**config.mk**
```make
export PLATFORM = sky130hd
export DESIGN_NAME = instruction_decode_queue_flat
export DESIGN_NICKNAME = d
export VERILOG_FILES = /design/src/rtl/instruction_decode_queue_if.sv /design/src/rtl/instruction_decode_queue.sv /design/src/flat_wrapper.sv
export SDC_FILE = /design/constraint.sdc
export NUM_CORES = 1
export LEC_CHECK = 0
export ABC_AREA = 1
export CORE_AREA = 5 5 277 279
export DETAILED_ROUTE_END_ITERATION = 8
export DIE_AREA = 0 0 282 284
export PLACE_DENSITY = 0.61
export SETUP_SLACK_MARGIN = 0.4
export SYNTH_ARGS = -nofsm -noshare
export SYNTH_HDL_FRONTEND = slang
export SYNTH_SLANG_ARGS = --single-unit
export TNS_END_PERCENT = 30
```
**constraint.sdc**
```tcl
create_clock -name Clock -period 21.9 [get_ports Clock]
set_input_delay 4.38 -clock Clock [delete_from_list [all_inputs] [get_ports Clock]]
set_output_delay 4.38 -clock Clock [all_outputs]
set_load 0.05 [all_outputs]
```
**src/rtl/instruction_decode_queue_if.sv**
```systemverilog
// Bundle of every non-clock/reset signal of instruction_decode_queue.
//   master : upstream producer / RAM / writeback / EXE side (drives the i* signals)
//   slave  : the decode queue itself (drives the o* signals)
// Signals:
//   iInstruction/iInstructionValid/oInstructionReady : instruction push handshake
//   iFlush                                           : synchronous discard
//   oRamAddress0/1, iRamValue0/1                     : combinational-read RAM port
//   iFwdValid/iFwdAddress/iFwdData                   : writeback forwarding ports
//   oValid/iExeReady + oOperation/oDestination/oSource0/oSource1 : EXE handshake
//   oOccupancy                                       : queue entry count
interface instruction_decode_queue_if #(
  parameter int OP_WIDTH   = 6,
  parameter int ADDR_WIDTH = 16,
  parameter int ROW_WIDTH  = 96,
  parameter int DEPTH      = 2,
  parameter int FWD_PORTS  = 2
);
  localparam int IW = OP_WIDTH + 3 * ADDR_WIDTH;
  localparam int CW = $clog2(DEPTH + 1);

  logic [IW-1:0]                   iInstruction;
  logic                            iInstructionValid;
  logic                            oInstructionReady;
  logic                            iFlush;
  logic [ADDR_WIDTH-1:0]           oRamAddress0;
  logic [ADDR_WIDTH-1:0]           oRamAddress1;
  logic [ROW_WIDTH-1:0]            iRamValue0;
  logic [ROW_WIDTH-1:0]            iRamValue1;
  logic [FWD_PORTS-1:0]            iFwdValid;
  logic [FWD_PORTS*ADDR_WIDTH-1:0] iFwdAddress;
  logic [FWD_PORTS*ROW_WIDTH-1:0]  iFwdData;
  logic                            oValid;
  logic                            iExeReady;
  logic [OP_WIDTH-1:0]             oOperation;
  logic [ADDR_WIDTH-1:0]           oDestination;
  logic [ROW_WIDTH-1:0]            oSource0;
  logic [ROW_WIDTH-1:0]            oSource1;
  logic [CW-1:0]                   oOccupancy;

  modport master (
    output iInstruction, iInstructionValid, iFlush, iRamValue0, iRamValue1,
           iFwdValid, iFwdAddress, iFwdData, iExeReady,
    input  oInstructionReady, oRamAddress0, oRamAddress1, oValid,
           oOperation, oDestination, oSource0, oSource1, oOccupancy
  );

  modport slave (
    input  iInstruction, iInstructionValid, iFlush, iRamValue0, iRamValue1,
           iFwdValid, iFwdAddress, iFwdData, iExeReady,
    output oInstructionReady, oRamAddress0, oRamAddress1, oValid,
           oOperation, oDestination, oSource0, oSource1, oOccupancy
  );
endinterface

```
**src/rtl/instruction_decode_queue.sv**
```systemverilog
// Instruction decode queue: a small circular FIFO of encoded instructions
// {op, dest, src1, src0}. The head slot drives the RAM read addresses; in the
// pop cycle the operands are resolved (immediate packing, writeback
// forwarding with lowest port winning) and captured in the EXE output register.
// Ports:
//   Clock : rising-edge clock
//   Reset : asynchronous, active-high reset
//   bus   : instruction_decode_queue_if.slave (push, RAM, forwarding, EXE)
module instruction_decode_queue #(
  parameter int OP_WIDTH   = 6,
  parameter int ADDR_WIDTH = 16,
  parameter int ROW_WIDTH  = 96,
  parameter int DEPTH      = 2,
  parameter int FWD_PORTS  = 2,
  parameter int IMM_BIT    = 5
) (
  input  logic                       Clock,
  input  logic                       Reset,
  instruction_decode_queue_if.slave  bus
);
  localparam int IW = OP_WIDTH + 3 * ADDR_WIDTH;
  localparam int PW = $clog2(DEPTH);
  localparam int CW = $clog2(DEPTH + 1);

  logic [IW-1:0]         slots [DEPTH];
  logic [PW-1:0]         rdPtr, wrPtr;
  logic [CW-1:0]         count;

  logic                  valid;
  logic [OP_WIDTH-1:0]   operation;
  logic [ADDR_WIDTH-1:0] destination;
  logic [ROW_WIDTH-1:0]  source0, source1;

  logic                  empty, ready, push, pop;
  logic [OP_WIDTH-1:0]   headOp;
  logic [ADDR_WIDTH-1:0] headDest, headSrc1, headSrc0;
  logic                  headImm;
  logic [ADDR_WIDTH-1:0] ramAddr0, ramAddr1;
  logic [ROW_WIDTH-1:0]  fwd0, fwd1, immRow, src1Next;
  logic                  hit0, hit1;

  assign empty = (count == '0);
  assign ready = (count < CW'(DEPTH)) && !Reset;
  assign push  = bus.iInstructionValid && ready && !bus.iFlush;
  assign pop   = !empty && (!valid || bus.iExeReady) && !bus.iFlush;

  assign {headOp, headDest, headSrc1, headSrc0} = slots[rdPtr];
  assign headImm  = headOp[IMM_BIT] || (headOp == '0);
  assign ramAddr0 = empty ? '0 : (headImm ? headDest : headSrc0);
  assign ramAddr1 = empty ? '0 : headSrc1;

  // Forwarding: scan ports upward, first hit locks so the lowest port wins.
  always_comb begin
    fwd0 = bus.iRamValue0;
    fwd1 = bus.iRamValue1;
    hit0 = 1'b0;
    hit1 = 1'b0;
    for (int unsigned k = 0; k < FWD_PORTS; k++) begin
      if (!hit0 && bus.iFwdValid[k] &&
          bus.iFwdAddress[k*ADDR_WIDTH +: ADDR_WIDTH] == ramAddr0) begin
        fwd0 = bus.iFwdData[k*ROW_WIDTH +: ROW_WIDTH];
        hit0 = 1'b1;
      end
      if (!hit1 && bus.iFwdValid[k] &&
          bus.iFwdAddress[k*ADDR_WIDTH +: ADDR_WIDTH] == ramAddr1) begin
        fwd1 = bus.iFwdData[k*ROW_WIDTH +: ROW_WIDTH];
        hit1 = 1'b1;
      end
    end
  end

  // Immediate operand packs {src1, src0} into the top of the row, zero below.
  always_comb begin
    immRow = '0;
    immRow[ROW_WIDTH-1 -: 2*ADDR_WIDTH] = {headSrc1, headSrc0};
    src1Next = headImm ? immRow : fwd1;
  end

  // Slot storage needs no reset: occupancy/pointers define which slots are live.
  always_ff @(posedge Clock) begin
    if (push) slots[wrPtr] <= bus.iInstruction;
  end

  always_ff @(posedge Clock or posedge Reset) begin
    if (Reset) begin
      rdPtr       <= '0;
      wrPtr       <= '0;
      count       <= '0;
      valid       <= 1'b0;
      operation   <= '0;
      destination <= '0;
      source0     <= '0;
      source1     <= '0;
    end else if (bus.iFlush) begin
      rdPtr <= '0;
      wrPtr <= '0;
      count <= '0;
      valid <= 1'b0;
    end else begin
      if (push) wrPtr <= wrPtr + PW'(1);
      if (pop) begin
        rdPtr       <= rdPtr + PW'(1);
        valid       <= 1'b1;
        operation   <= headOp;
        destination <= headDest;
        source0     <= fwd0;
        source1     <= src1Next;
      end else if (bus.iExeReady) begin
        valid <= 1'b0;
      end
      case ({push, pop})
        2'b10:   count <= count + CW'(1);
        2'b01:   count <= count - CW'(1);
        default: count <= count;
      endcase
    end
  end

  assign bus.oInstructionReady = ready;
  assign bus.oRamAddress0      = ramAddr0;
  assign bus.oRamAddress1      = ramAddr1;
  assign bus.oValid            = valid;
  assign bus.oOperation        = operation;
  assign bus.oDestination      = destination;
  assign bus.oSource0          = source0;
  assign bus.oSource1          = source1;
  assign bus.oOccupancy        = count;
endmodule

```
**src/flat_wrapper.sv**
```systemverilog
// flat-port wrapper written by rule: the top's interface ports become plain ports
module instruction_decode_queue_flat 
#(
  parameter int OP_WIDTH   = 6,
  parameter int ADDR_WIDTH = 16,
  parameter int ROW_WIDTH  = 96,
  parameter int DEPTH      = 2,
  parameter int FWD_PORTS  = 2,
  parameter int IMM_BIT    = 5
)
  (Clock, Reset, bus_iInstruction, bus_iInstructionValid, bus_iFlush, bus_iRamValue0, bus_iRamValue1, bus_iFwdValid, bus_iFwdAddress, bus_iFwdData, bus_iExeReady, bus_oInstructionReady, bus_oRamAddress0, bus_oRamAddress1, bus_oValid, bus_oOperation, bus_oDestination, bus_oSource0, bus_oSource1, bus_oOccupancy);
  instruction_decode_queue_if #(.OP_WIDTH(OP_WIDTH), .ADDR_WIDTH(ADDR_WIDTH), .ROW_WIDTH(ROW_WIDTH), .DEPTH(DEPTH), .FWD_PORTS(FWD_PORTS)) bus_i ();
  input  logic Clock;
  input  logic Reset;
  input wire logic [$bits(bus_i.iInstruction)-1:0] bus_iInstruction;
  input wire logic [$bits(bus_i.iInstructionValid)-1:0] bus_iInstructionValid;
  input wire logic [$bits(bus_i.iFlush)-1:0] bus_iFlush;
  input wire logic [$bits(bus_i.iRamValue0)-1:0] bus_iRamValue0;
  input wire logic [$bits(bus_i.iRamValue1)-1:0] bus_iRamValue1;
  input wire logic [$bits(bus_i.iFwdValid)-1:0] bus_iFwdValid;
  input wire logic [$bits(bus_i.iFwdAddress)-1:0] bus_iFwdAddress;
  input wire logic [$bits(bus_i.iFwdData)-1:0] bus_iFwdData;
  input wire logic [$bits(bus_i.iExeReady)-1:0] bus_iExeReady;
  output wire logic [$bits(bus_i.oInstructionReady)-1:0] bus_oInstructionReady;
  output wire logic [$bits(bus_i.oRamAddress0)-1:0] bus_oRamAddress0;
  output wire logic [$bits(bus_i.oRamAddress1)-1:0] bus_oRamAddress1;
  output wire logic [$bits(bus_i.oValid)-1:0] bus_oValid;
  output wire logic [$bits(bus_i.oOperation)-1:0] bus_oOperation;
  output wire logic [$bits(bus_i.oDestination)-1:0] bus_oDestination;
  output wire logic [$bits(bus_i.oSource0)-1:0] bus_oSource0;
  output wire logic [$bits(bus_i.oSource1)-1:0] bus_oSource1;
  output wire logic [$bits(bus_i.oOccupancy)-1:0] bus_oOccupancy;
  assign bus_i.iInstruction = bus_iInstruction;
  assign bus_i.iInstructionValid = bus_iInstructionValid;
  assign bus_i.iFlush = bus_iFlush;
  assign bus_i.iRamValue0 = bus_iRamValue0;
  assign bus_i.iRamValue1 = bus_iRamValue1;
  assign bus_i.iFwdValid = bus_iFwdValid;
  assign bus_i.iFwdAddress = bus_iFwdAddress;
  assign bus_i.iFwdData = bus_iFwdData;
  assign bus_i.iExeReady = bus_iExeReady;
  assign bus_oInstructionReady = bus_i.oInstructionReady;
  assign bus_oRamAddress0 = bus_i.oRamAddress0;
  assign bus_oRamAddress1 = bus_i.oRamAddress1;
  assign bus_oValid = bus_i.oValid;
  assign bus_oOperation = bus_i.oOperation;
  assign bus_oDestination = bus_i.oDestination;
  assign bus_oSource0 = bus_i.oSource0;
  assign bus_oSource1 = bus_i.oSource1;
  assign bus_oOccupancy = bus_i.oOccupancy;
  instruction_decode_queue #(.OP_WIDTH(OP_WIDTH), .ADDR_WIDTH(ADDR_WIDTH), .ROW_WIDTH(ROW_WIDTH), .DEPTH(DEPTH), .FWD_PORTS(FWD_PORTS), .IMM_BIT(IMM_BIT)) u_core (.Clock(Clock), .Reset(Reset), .bus(bus_i));
endmodule
```
* After elaboration in Yosys (flattened, before gate mapping)
Memories as Yosys holds them, arrays and structs flattened.
Cells that the tools add are included.
** Cells by class
- Eq/ne operators :: 6
- Bitwise operators :: 1
- $lt $le $gt $ge :: 1
- Shift operators :: 0
- Reductions and logical operators :: 26
- $add $sub $neg :: 4
- Multipliers :: 0
- Divide/modulo/power cells :: 0
- Muxes and demuxes :: 21
** Operator list (number)
- $mux W96 :: 5
- $eq A16 B16 Y1 :: 4
- $mux W16 :: 3
- $logic_and A1 B1 Y1 :: 11
- $mux W1 :: 11
- $logic_not A1 Y1 :: 6
- $logic_not A6 Y1 :: 1
- $reduce_bool A3 Y1 :: 2
- $pmux W2 S2 :: 1
- $reduce_bool A2 Y1 :: 2
- $add A1 B1 Y1 const B :: 2
- $add A2 B1 Y2 const B :: 1
- $eq A2 B1 Y1 const B :: 1
- $eq A2 B2 Y1 const B :: 1
- $logic_not A2 Y1 :: 1
- $logic_or A1 B1 Y1 :: 2
- $lt A2 B2 Y1 const B :: 1
- $mux W2 :: 1
- $reduce_and A2 Y1 :: 1
- $sub A2 B1 Y2 const B :: 1
- $not A1 Y1 :: 1
** Storage, ports and cells
- Bits in writable memories :: 108
- Bits in read-only memories :: 0
- Latch bits :: 0
- Logic and storage cells :: 68
- Memories kept :: 1
- Register bits :: 219
- Output and inout port bits :: 250
** Memories
- u_core.slots :: depth 2, bits a word 54, read ports 1, clocked after memory_dff 0, write ports 1, RTL line instruction_decode_queue.sv:25 : logic [IW-1:0] slots [DEPTH];

* Logic depth before layout (Yosys ltp)
An unclocked memory read counts as a cell.
- Depth in word-level cells :: 12
- Gate-level depth with buffers :: 24
- Gate-level depth less buffers :: 20

* Worst setup path after synthesis
No wires, ideal clock.
- Kind :: input to output
- From :: in Reset
- To :: out bus_oInstructionReady
- Path slack :: 12.466 ns
- Buffers on the path :: 0
- Data arrival time :: 5.054 ns
- Stages on the path :: 1
- Data required time :: 17.520 ns
- Cell sequence :: nor2_1
** On the way
- Word-level cells in the longest chain between the ends :: 2
** Ends and longest elaborated chain
- start, declared :: RTL line flat_wrapper.sv:14 : input logic Reset;
- $logic_not A1 Y1 :: RTL line instruction_decode_queue.sv:43 : assign ready = (count < CW'(DEPTH)) && !Reset;
- $logic_and A1 B1 Y1 :: RTL line instruction_decode_queue.sv:43
- end, declared :: RTL line flat_wrapper.sv:24 : output wire logic [$bits(bus_i.oInstructionReady)-1:0] bus_oInstructionReady;
Every way passes these cells.

* Worst setup path in the final report
Same ends and word-level chain as after synthesis.

==> results by group <==
Logic synthesis
  – Yosys top cell area share: 27.1%
  – Ys flop type: dfrtp_1
  – Asr flop ratio synth: between 60% and 70%
  – Sequential fraction of the synthesis area: 43.1%
  – Instance count of the mapped netlist: 2967
  – Syn Area/Cell: between 6 and 7 um2
  – Area leader, netlist: dfrtp_1
  – Yosys warns: 0
  – EDFF count, synth: 108
  – Distinct cells, synth: 40
  – Flops & latches, synth: 327
  – Syn Std Cell Area: 20200 um2
  – Area contributors post-synth: dfrtp_1, nand2_1, edfxtp_1, inv_1, nand4_1
  – Syn Nets: ~3400

Layout
  – Area Overhead vs Synth: 46.0%
  – Most common cell after layout, fill and taps aside: nand2_1
  – Most frequent cells in the layout: nand2_1, clkdlybuf4s50_1, inv_1
  – Post-layout nets: 4047
  – Share of cells above drive strength 1: 3.53%
  – Final std cells w/o fill: 4588
  – Register area: 8720 um2
  – Post-Layout Inst Area: 29600 um2
  – Multi-input logic area: 9180 um2
  – # fillers: 7743

Die
  – Die width: between 200 and 300 um
  – Rows: 100
  – IO Pins: 727
  – Starting density of the core: between 20% and 30%
  – Core area: 73900 um2
  – Die Height: ~280 um
  – Die area: 80100 um2

Critical path
  – CP max FO: 2
  – Worst EP required: 17.52 ns
  – Worst path max stage delay: 0.83 ns
  – Crit path DAT: 5.95 ns
  – Delay-heaviest family, CP: buffers and inverters
  – Setup crit end kind: output port
  – Setup crit start kind: primary input
  – CP max stage cell: clkdlybuf4s50_1
  – Worst-path cell chain: clkdlybuf4s50_1 > nor2_1 > clkdlybuf4s50_1
  – Most used cell, CP: clkdlybuf4s50_1
  – Setup Crit Path Kind: primary input to output port
  – CP bufs+invs: 2
  – Worst R2R Setup Slack: 14.73 ns

Drt
  – DR vias/cell: 4.94
  – Drt drc: 0
  – Initial DRC Count: between 2000 and 2500
  – WL per Instance: 23.2 um
  – Total number of vias: about 23000
  – Wirelength, routed: 106000 um
  – Initial DRT Pass Iterations: 6
  – Detail Route Antenna Nets: 0

Flow run
  – Max_cap viols: 0

Timing
  – Final WS setup: 11.57 ns
  – Clock skew: 0.0223 ns
  – Final Critical Period: a little over 10 ns
  – Sum of negative setup slack: 0 ns
  – Unrepaired setup endpoints after global routing: no
  – Fin. max-slew vios: 0
  – Tcrit/Tclk final: 47.2%
  – # setup viols final: 0
  – Final Hold Viols: 0
  – Slew margin rel.: 29.2%
  – Maximum clock rate: 0.0968 GHz
  – Worst-margin pin slew: 1.06 ns

Clock tree
  – Sink Count: 327
  – Worst-path clk slew: 0.05 ns
  – Number of H-tree levels: 2
  – Inserted Clock Buffers: 42
  – Gates resized, CTS repair: 0
  – CTS tree: built
  – # hold bufs at CTS: 0
  – Clk root buf: clkbuf_16
  – Worst-Skew Late Latency: roughly 0.58 ns
  – Post-CTS setup buffer count: 0
  – CTS max path bufs: 3

Placement
  – PortBufs: around 730
  – Placer Congestion: 0.954
  – Pre-CTS setup slack: 11.57 ns
  – Placed cells: between 4000 and 5000
  – Dpl cell area: 28200 um2
  – Hpwl dp: 75700 um

Global routing
  – Vias in the first global route: 21900
  – First-pass GRT wire length: ~150000 um
  – Global route overflow: 0
  – Antenna violations before repair: 24
  – Tot GR Track Use: 25.2%
  – Largest net degree at the start of global routing: 106

Run status
  – Status: complete, no violations

Pwr
  – Worst vdd ir: approximately 0.00009 V
  – PwrDens: around 130 nW/um2
  – Pwr Total: around 3.8 mW
  – Leak pwr: 14.5 nW

Min path
  – Hold WC Path Type: flop to flop
[registers in the layout, indices dropped and copies added (netlist names)]
signal and flops:
u_core.bus.oSource0 96, u_core.wrPtr 1, u_core.bus.oDestination 16, u_core.bus.oSource1 96, u_core.slots 108, u_core.bus.oOccupancy 2
u_core.bus.oOperation 6, u_core.bus.oValid 1, u_core.rdPtr 1
[cell usage after synthesis (all sizes together) (2+ instances only)]
master,number
mux2i,3
o211ai,33
a21oi,90
nand4,236
nor2,128
o21ai,33
o22ai,2
nor4,6
a31oi,10
or2,4
nand2,1188
nand3,274
xor2,12
and3,2
o2111ai,2
nor3,5
edfxtp,108
clkbuf,120
inv,409
buf,78
dfrtp,219
[layer usage]
layer | track usage (%) | share of wire (%)
met5 | 0 | 0.052
met4 | 8.86 | 3.6
met3 | 6.44 | 9.5
met2 | 42.1 | 48
met1 | 31.5 | 39
[area by class of cell]
class                   instances  share of cell area [%]
multi-input cells            2032                    31.1
repair buffers                757                    25.4
clock inverters                16                   0.618
diodes                         17                   0.144
well taps                     969                    4.10
flip-flops and latches        327                    29.5
inverters                     410                    5.26
clock buffers                  60                    3.95
[tightest hold or removal path: cells and delay by family, from the launching register on]
family	cells	cell delay, ns
DFF	1	0.33
and+or+nand+nor	2	0.11
[through the flow]
stage                     utilization, %  hold WS, ns
after floorplan                        -        0.521
after global placement              38.1        0.455
after detailed placement            38.1        0.460
after CTS                           39.9        0.473
after global routing                40.0        0.488
final                               40.0        0.468
[worst paths after layout]
check	startpoint	to	cells past startpoint
worst max-delay path	Reset	bus_oInstructionReady	3
worst min-delay path	u_core.bus.oOperation[3]$_DFFE_PP0P_	u_core.bus.oOperation[3]$_DFFE_PP0P_	2
worst max register to register	u_core.rdPtr$_DFFE_PP0P_	u_core.bus.oSource0[31]$_DFFE_PP0P_	21
worst min register to register	u_core.bus.oOperation[3]$_DFFE_PP0P_	u_core.bus.oOperation[3]$_DFFE_PP0P_	2
max in group asynchronous	Reset	u_core.bus.oSource1[18]$_DFFE_PP0P_	3
min in group asynchronous	Reset	u_core.bus.oSource1[77]$_DFFE_PP0P_	2
[report_power, final]
group	switching, mW	leakage [nW]	total (mW)	internal [mW]
combinational	1.56	10.1	2.21	0.643
clock	0.291	0.651	0.699	0.408
sequential	0.116	3.74	0.935	0.820
[logic make-up after synthesis]
logic type / count (synthesis) / share of synthesized area (%)
flops: 327 / 43.1
buf+inv: 608 / 12.0
compound gates: 171 / 4.78
mux: 3 / 0.210
simple gates: 1845 / 39.4
xor+xnor: 13 / 0.562
No activity file was read; power rests on OpenSTA's default activity.
